<file path="src/rtl/lvt_ram_pkg.sv">
// Shared types and constants for the LVT RAM self-test initiator.
// Holds the FSM encoding and the address-derived test pattern.
package lvt_ram_pkg;

   localparam int BLOCKSIZE = 10;
   localparam int ADDR_W    = BLOCKSIZE + 1;
   localparam int DATA_W    = 32;
   localparam int NPORT     = 8;

   typedef enum logic [2:0] {
      IDLE,
      WRITE,
      READ,
      FLUSH,
      DONE
   } bist_state_t;

   function automatic logic [DATA_W-1:0] bist_pat(
      input logic [DATA_W-1:0] seed,
      input logic [DATA_W-1:0] addr
   );
      return seed + addr;
   endfunction

endpackage

</file>
<file path="src/rtl/lvt_bist_cmp.sv">
// Read-data checker: carries expected words alongside RAM latency,
// compares all lanes, counts mismatches and picks the lowest failing lane.
module lvt_bist_cmp
   import lvt_ram_pkg::*;
#(
   parameter int AW     = 11,
   parameter int RD_LAT = 1
) (
   input  logic                         clk,
   input  logic                         rst,
   input  logic                         issue,
   input  logic [NPORT-1:0][AW-1:0]     issue_addr,
   input  logic [NPORT-1:0][DATA_W-1:0] issue_exp,
   input  logic [NPORT-1:0][DATA_W-1:0] r_dout,
   output logic [3:0]                   mism_cnt,
   output logic                         mism_any,
   output logic [2:0]                   first_port,
   output logic [AW-1:0]                first_addr
);

   logic [RD_LAT-1:0]               vld;
   logic [NPORT-1:0][AW-1:0]        pa [RD_LAT];
   logic [NPORT-1:0][DATA_W-1:0]    pe [RD_LAT];
   logic [NPORT-1:0]                mism;

   always_ff @(posedge clk) begin
      if (rst) begin
         vld <= '0;
      end else begin
         vld[0] <= issue;
         for (int i = 1; i < RD_LAT; i++)
            vld[i] <= vld[i-1];
      end
   end

   always_ff @(posedge clk) begin
      pa[0] <= issue_addr;
      pe[0] <= issue_exp;
      for (int i = 1; i < RD_LAT; i++) begin
         pa[i] <= pa[i-1];
         pe[i] <= pe[i-1];
      end
   end

   // Walk lanes high to low so the lowest mismatching lane is the last writer.
   always_comb begin
      mism       = '0;
      mism_cnt   = '0;
      first_port = '0;
      first_addr = '0;
      for (int k = NPORT - 1; k >= 0; k--) begin
         mism[k]  = vld[RD_LAT-1] && (r_dout[k] != pe[RD_LAT-1][k]);
         mism_cnt = mism_cnt + 4'(mism[k]);
         if (mism[k]) begin
            first_port = 3'(k);
            first_addr = pa[RD_LAT-1][k];
         end
      end
   end

   assign mism_any = |mism;

endmodule

</file>
<file path="src/rtl/lvt_ram_bist.sv">
// Self-test initiator for the 8R8W LVT RAM: fill, read back and check
// the whole array twice, with the seed and then its complement.
module lvt_ram_bist #(
   parameter int          BLOCKSIZE = lvt_ram_pkg::BLOCKSIZE,
   parameter int          RD_LAT    = 1,
   parameter logic [31:0] SEED      = 32'hA5A5_0000
) (
   input  logic                 clk,
   input  logic                 rst,
   input  logic                 start,
   output logic [BLOCKSIZE:0]   w_addr_1,
   output logic [BLOCKSIZE:0]   w_addr_2,
   output logic [BLOCKSIZE:0]   w_addr_3,
   output logic [BLOCKSIZE:0]   w_addr_4,
   output logic [BLOCKSIZE:0]   w_addr_5,
   output logic [BLOCKSIZE:0]   w_addr_6,
   output logic [BLOCKSIZE:0]   w_addr_7,
   output logic [BLOCKSIZE:0]   w_addr_8,
   output logic [31:0]          w_din_1,
   output logic [31:0]          w_din_2,
   output logic [31:0]          w_din_3,
   output logic [31:0]          w_din_4,
   output logic [31:0]          w_din_5,
   output logic [31:0]          w_din_6,
   output logic [31:0]          w_din_7,
   output logic [31:0]          w_din_8,
   output logic                 w_enb_1,
   output logic                 w_enb_2,
   output logic                 w_enb_3,
   output logic                 w_enb_4,
   output logic                 w_enb_5,
   output logic                 w_enb_6,
   output logic                 w_enb_7,
   output logic                 w_enb_8,
   output logic [BLOCKSIZE:0]   r_addr_1,
   output logic [BLOCKSIZE:0]   r_addr_2,
   output logic [BLOCKSIZE:0]   r_addr_3,
   output logic [BLOCKSIZE:0]   r_addr_4,
   output logic [BLOCKSIZE:0]   r_addr_5,
   output logic [BLOCKSIZE:0]   r_addr_6,
   output logic [BLOCKSIZE:0]   r_addr_7,
   output logic [BLOCKSIZE:0]   r_addr_8,
   input  logic [31:0]          r_dout_1,
   input  logic [31:0]          r_dout_2,
   input  logic [31:0]          r_dout_3,
   input  logic [31:0]          r_dout_4,
   input  logic [31:0]          r_dout_5,
   input  logic [31:0]          r_dout_6,
   input  logic [31:0]          r_dout_7,
   input  logic [31:0]          r_dout_8,
   output logic                 busy,
   output logic                 done,
   output logic                 pass,
   output logic [15:0]          err_cnt,
   output logic [BLOCKSIZE:0]   first_err_addr,
   output logic [2:0]           first_err_port
);

   import lvt_ram_pkg::*;

   localparam int AW    = BLOCKSIZE + 1;
   localparam int DEPTH = 2 ** AW;
   localparam logic [AW-1:0] LAST = AW'(DEPTH - NPORT);

   bist_state_t                  state;
   logic [AW-1:0]                base;
   logic                         pass_idx;
   logic [1:0]                   fl_cnt;
   logic [DATA_W-1:0]            seed_p;
   logic                         wr, rd, start_ok;
   logic [NPORT-1:0][AW-1:0]     lane_addr, wa, ra;
   logic [NPORT-1:0][DATA_W-1:0] lane_dat, wd, rdat;
   logic [NPORT-1:0]             we;
   logic [3:0]                   mism_cnt;
   logic                         mism_any;
   logic [2:0]                   cmp_port;
   logic [AW-1:0]                cmp_addr;
   logic [16:0]                  err_sum;

   assign wr       = (state == WRITE);
   assign rd       = (state == READ);
   assign start_ok = start && (state == IDLE || state == DONE);
   assign seed_p   = pass_idx ? ~SEED : SEED;

   always_comb begin
      lane_addr = '0;
      lane_dat  = '0;
      wa        = '0;
      wd        = '0;
      ra        = '0;
      for (int k = 0; k < NPORT; k++) begin
         lane_addr[k] = base | AW'(k);
         lane_dat[k]  = bist_pat(seed_p, 32'(lane_addr[k]));
         wa[k]        = wr ? lane_addr[k] : '0;
         wd[k]        = wr ? lane_dat[k] : '0;
         ra[k]        = rd ? lane_addr[k] : '0;
      end
   end

   assign we = {NPORT{wr}};

   always_ff @(posedge clk) begin
      if (rst) begin
         state    <= IDLE;
         base     <= '0;
         pass_idx <= 1'b0;
         fl_cnt   <= '0;
      end else begin
         unique case (state)
            IDLE, DONE: begin
               if (start) begin
                  state    <= WRITE;
                  base     <= '0;
                  pass_idx <= 1'b0;
               end
            end
            WRITE: begin
               if (base == LAST) begin
                  base  <= '0;
                  state <= READ;
               end else begin
                  base <= base + AW'(NPORT);
               end
            end
            READ: begin
               if (base == LAST) begin
                  base   <= '0;
                  fl_cnt <= '0;
                  state  <= FLUSH;
               end else begin
                  base <= base + AW'(NPORT);
               end
            end
            FLUSH: begin
               if (fl_cnt == 2'(RD_LAT - 1)) begin
                  pass_idx <= 1'b1;
                  state    <= pass_idx ? DONE : WRITE;
               end else begin
                  fl_cnt <= fl_cnt + 2'd1;
               end
            end
            default: state <= IDLE;
         endcase
      end
   end

   assign err_sum = {1'b0, err_cnt} + 17'(mism_cnt);

   always_ff @(posedge clk) begin
      if (rst || start_ok) begin
         err_cnt        <= '0;
         first_err_addr <= '0;
         first_err_port <= '0;
      end else if (mism_any) begin
         err_cnt <= err_sum[16] ? 16'hFFFF : err_sum[15:0];
         if (err_cnt == '0) begin
            first_err_addr <= cmp_addr;
            first_err_port <= cmp_port;
         end
      end
   end

   lvt_bist_cmp #(
      .AW     (AW),
      .RD_LAT (RD_LAT)
   ) u_cmp (
      .clk        (clk),
      .rst        (rst),
      .issue      (rd),
      .issue_addr (lane_addr),
      .issue_exp  (lane_dat),
      .r_dout     (rdat),
      .mism_cnt   (mism_cnt),
      .mism_any   (mism_any),
      .first_port (cmp_port),
      .first_addr (cmp_addr)
   );

   assign busy = wr || rd || (state == FLUSH);
   assign done = (state == DONE);
   assign pass = done && (err_cnt == '0);

   assign rdat = {r_dout_8, r_dout_7, r_dout_6, r_dout_5,
                  r_dout_4, r_dout_3, r_dout_2, r_dout_1};

   assign w_addr_1 = wa[0];
   assign w_addr_2 = wa[1];
   assign w_addr_3 = wa[2];
   assign w_addr_4 = wa[3];
   assign w_addr_5 = wa[4];
   assign w_addr_6 = wa[5];
   assign w_addr_7 = wa[6];
   assign w_addr_8 = wa[7];
   assign w_din_1  = wd[0];
   assign w_din_2  = wd[1];
   assign w_din_3  = wd[2];
   assign w_din_4  = wd[3];
   assign w_din_5  = wd[4];
   assign w_din_6  = wd[5];
   assign w_din_7  = wd[6];
   assign w_din_8  = wd[7];
   assign w_enb_1  = we[0];
   assign w_enb_2  = we[1];
   assign w_enb_3  = we[2];
   assign w_enb_4  = we[3];
   assign w_enb_5  = we[4];
   assign w_enb_6  = we[5];
   assign w_enb_7  = we[6];
   assign w_enb_8  = we[7];
   assign r_addr_1 = ra[0];
   assign r_addr_2 = ra[1];
   assign r_addr_3 = ra[2];
   assign r_addr_4 = ra[3];
   assign r_addr_5 = ra[4];
   assign r_addr_6 = ra[5];
   assign r_addr_7 = ra[6];
   assign r_addr_8 = ra[7];

endmodule

</file>
<file path="config.mk">
export PLATFORM = sky130hd
export DESIGN_NAME = lvt_ram_bist
export DESIGN_NICKNAME = d
export VERILOG_FILES = /design/src/rtl/lvt_ram_pkg.sv /design/src/rtl/lvt_bist_cmp.sv /design/src/rtl/lvt_ram_bist.sv
export SDC_FILE = /design/constraint.sdc
export NUM_CORES = 1
export LEC_CHECK = 0
export ABC_AREA = 0
export ABC_CLOCK_PERIOD_IN_PS = 6300
export CAP_MARGIN = 20
export CORE_AREA = 2 2 283 285
export DETAILED_ROUTE_END_ITERATION = 10
export DIE_AREA = 0 0 285 287
export GPL_ROUTABILITY_DRIVEN = 0
export PLACE_DENSITY = 0.37
export REMOVE_ABC_BUFFERS = 1
export SYNTH_ARGS = -nofsm -noshare
export SYNTH_HDL_FRONTEND = slang
export SYNTH_SLANG_ARGS = --single-unit
</file>
<file path="constraint.sdc">
create_clock -name clk -period 6.3 [get_ports clk]
set_clock_uncertainty 0.05 [all_clocks]
set_input_delay 0.63 -clock clk [delete_from_list [all_inputs] [get_ports clk]]
set_output_delay 0.63 -clock clk [all_outputs]
set_load 0.005 [all_outputs]
</file>
==> metrics.md <==
| Metric | Value |
|---|---|
| Post-route insts no fill | 2,859 |
| DPL Wire Length | 49.0 mm |
| XOR/XNOR Fraction of Synth Area | roughly 13% |
| Worst Hold Class | reg -> reg |
| Die Width | 285 um |
| Compound-Gate Fraction of Synth Area | 11.3% |
| Max Cap Viol | 0 |
| YS warnings | 0 |
| Top-area cell type share of the netlist area | 27.7% |
| Synth async-reset ratio | 0% |
| Max IR drop VDD | roughly 0.19 mV |
| Largest family of logic cells by synthesized area | buffers and inverters |
| CP most frequent cell | fa_1 |
| Fin. Hold Viols | 0 |
| FP Rows | 103 |
| DRT iter0 DRCs | 480 |
| DR top layer | met5 |
| Tcrit/Tclk final | 92.1% |
| Status | finished, final reports clean |
| Hold path depth | 0 |
| Syn Inst Count | 1,351 |
| Post-route DRC | 0 |
| Required time at the worst-slack endpoint | 6.65 ns |
| Crit path cell chain | clkdlybuf4s50_1, or4_1, nor4_1, o2111ai_1, o31a_1, ha_1, fa_1, fa_1, fa_1, fa_1, inv_1, ha_1, a21o_1, a21oi_1, nor2b_1, o21a_1, and2_1, and3_1, a311oi_2 |
| Clk root buf | clkbuf_16 |
| Syn_area_per_cell | 8.52 um2 |
| Area of the multi-input gates | 5700 um2 |
| Post-Place Cells | 2,819 |
| Clock transition at the registers of the reported paths | around 0.07 ns |
| Cts hold-fix bufs | 0 |
| Min-Delay Endpoint | u_cmp.pa[0][67]$_DFF_P_ |
| Chip height | 287 um |
| Post-synthesis simple-gate area fraction | 18.0% |
| EDFF count, synth | 0 |
| Hold_sp | base[10]$_SDFFE_PP0P_ |
| Setup TNS | 0 ns |
| Final setup viols | 0 |
| Worst-margin pin slew | between 1 and 1.5 ns |
| Final net count | 2,077 |
| Average wire per standard cell | 20.9 um |
| Global route total overflow | 0 |
| Deepest clock path buffer count | 2 |
| Via density | about 3.7 |
| DRT Pass-1 Iters | 5 |
| Final Cell Area | roughly 18,000 um2 |
| Synth cell types | 68 |
| DIE AREA | approximately 80,000 um2 |
| CP top delay family | adder cells |
| Crit path kind | in -> reg |
| Worst Setup Slack, final | 0.500 ns |
| Layout cells sized above 1 | 6.61% |
| Storage element area | 3190 um2 |
| R2r setup slk | around 0.56 ns |
| Initial core utilization | 14.6% |
| Worst path max stage delay | around 0.54 ns |
| Vias in the first global route | 10,800 |
| Core ar. | between 70,000 and 80,000 um2 |
| CTS tree | done |
| F_max | roughly 0.17 GHz |
| Clk Latency, worst-skew pair | 0.49 ns |
| Critical path's slowest cell | fa_1 |
| Fill cells | 8,576 |
| Multiplexer area fraction after synthesis | 1.83% |
| Critical Path Sink Type | flip-flop |
| Slew HR | 28.7% |
| Slew Viols, Final | 0 |
| H-tree depth | 4 |
| Maximum net fanout on the critical path | 8 |
| Final Core Density | 23.4% |
| DP Worst Slack | -0.0752 ns |
| DRT Wirelength | 59.6 mm |
| Critical register-to-register path startpoint | u_cmp.pe[0][2]$_DFF_P_ |
| Power Density | ~150 nW/um2 |
| Area growth syn-to-layout | 59.8% |
| WP buf/inv | 2 |
| Leading area contributor after synthesis | dfxtp_1 |
| Type of origin of the critical path | input port |
| Reg2reg path depth | 19 |
| First-pass GRT wire length | roughly 81 mm |
| CTS buffer count | 17 |
| Hold_ws | roughly 0.4 ns |
| Seq/Total Area, Yosys | 27.7% |
| Synthesized flop and latch total | 159 |
| Wire length on met3 | 3.54 mm |
| Remaining antenna violation count | 0 |
| Minimum clock period | 5.80 ns |
| Worst EP arrival | 6.15 ns |
| Metal-1 WL | ~25 mm |
| Total GRT Usage | 14.1% |
| Instance area at placement | 17,800 um2 |
| Main synth FF type | dfxtp_1 |
| Main area contributors after synthesis | dfxtp_1 (28%), buf_4 (21%), xor2_1 (10%), and2_1 (4.1%), xnor2_1 (3.1%) |
| FF-to-FF End | err_cnt[13]$_SDFFE_PP0N_ |
| RSZ-0062 raised after global routing | false |
| IO Pins | ~730 |
| Lkg Pwr | roughly 7.1 nW |
| Met2 WL | 30.5 mm |
| Post-Syn Area | 11,500 um2 |
| Clk sink count | 159 |
| Pin count of the biggest net entering global routing | 69 |
| Antenna violations before repair | 9 |
| Post-Synth Adder-Cell Area | 3.65% |
| Via Count | 10,700 |
| Final Power | 2.75 mW |
| Input/output buffers | around 700 |
-- final cells by class --
class	instances	area share (%)
repair buffers	758	40.5
multi-input cells	814	31.0
flip-flops and latches	159	17.3
well taps	1050	7.15
clock buffers	17	2.31
inverters	38	0.776
clock inverters	15	0.769
diodes	8	0.109
-- cell usage after synthesis (9+ instances only) --
cell type and number:
nor3_1 21, and3_1 21, ha_1 24, o21ai_0 12, mux2i_1 21, a31oi_1 12
inv_1 35, a21o_1 19, clkbuf_1 35, and2_1 75, xnor2_1 41, o41ai_1 12
a21oi_1 35, nand3_1 20, dfxtp_1 159, o21ai_1 23, nand2_1 28, nor2_1 80
nor4_1 37, buf_2 9, or4_1 22, a2bb2oi_1 10, buf_4 321, xor2_1 136
nand4_1 47
-- cell families (layout without fill, tap and decap cells) --
group,Yosys count,in the layout
muxes,21,21
DFF,159,159
adders and majority gates,30,30
other,2,42
AOI/OAI and AO/OA,178,178
xor gates and xnor gates,177,177
buffers and inverters,410,828
and+or+nand+nor,374,374
-- per-layer routing --
layer / vias to the layer above / global-route usage (%)
li1: 5161 / -
met1: 5064 / 16.5
met2: 444 / 25.5
met3: 30 / 3.63
met4: 4 / 3.52
met5: - / 0
-- worst register-to-register path, stage by stage (launching register included) --
cell	delay, ns
dfxtp_2	0.50
or3_1	0.45
a22oi_1	0.17
nand4_1	0.18
buf_4	0.21
o31a_1	0.26
ha_1	0.31
fa_1	0.50
fa_1	0.42
fa_1	0.42
fa_1	0.55
inv_1	0.06
ha_1	0.26
a21o_1	0.17
a21oi_1	0.21
nor2b_1	0.08
o21a_1	0.18
and2_1	0.25
and3_1	0.23
a311oi_2	0.22
-- report_power, final --
group	internal, mW	switching (mW)
sequential	1.02	0.0150
clock	0.526	0.547
combinational	0.385	0.260
total	1.93	0.822
-- layout by cell type (no fill, tap or decap), types with 6 or more instances in the layout --
master and n:
conb_1 34, clkbuf_16 17, clkdlybuf4s50_1 702, ha_1 24
dfxtp_1 156, or4_1 22, nor3_1 21, buf_4 56
inv_1 34, a2bb2oi_1 10, nor2_1 78, nand3_1 20
and2_1 75, o21ai_0 12, nor4_1 37, o41ai_1 11
nand2_1 27, a21o_1 19, xnor2_1 41, diode_2 8
nand4_1 47, fa_1 6, inv_6 8, and3_1 21
a21oi_1 35, mux2i_1 21, a32o_1 8, xor2_1 136
a31oi_1 12, o21ai_1 23
-- how the worst max path moves through the flow --
stage | from | to | slack (ns) | depth (start not counted)
finish | r_dout_8[27] | err_cnt[13]$_SDFFE_PP0N_ | 0.50 | 19
global route | r_dout_8[6] | err_cnt[15]$_SDFFE_PP0N_ | 0.17 | 23
CTS | u_cmp.pe[0][253]$_DFF_P_ | err_cnt[13]$_SDFFE_PP0N_ | 0.19 | 18
detailed placement | r_dout_8[6] | err_cnt[13]$_SDFFE_PP0N_ | -0.08 | 21
global placement | r_dout_8[6] | err_cnt[15]$_SDFFE_PP0N_ | -0.08 | 22
floorplan | pass_idx$_SDFFE_PP0P_ | w_din_5[11] | -3.31 | 5
-- flip-flops by register name (all words and copies together), names as in the netlist --
| register | count |
|---|---|
| state | 3 |
| first_err_addr | 11 |
| u_cmp.pa | 8 |
| u_cmp.pe | 106 |
| fl_cnt | 2 |
| base | 8 |
| pass_idx | 1 |
| first_err_port | 3 |
| err_cnt | 16 |
| u_cmp.vld | 1 |
-- repair_timing --
action / CTS / global route
endpoints found under the hold margin: 0 / 0
setup buffers: 0 / 0
setup endpoints to repair: 0 / 2
gates resized for setup: 0 / 1
No activity file was read; power rests on OpenSTA's default activity.
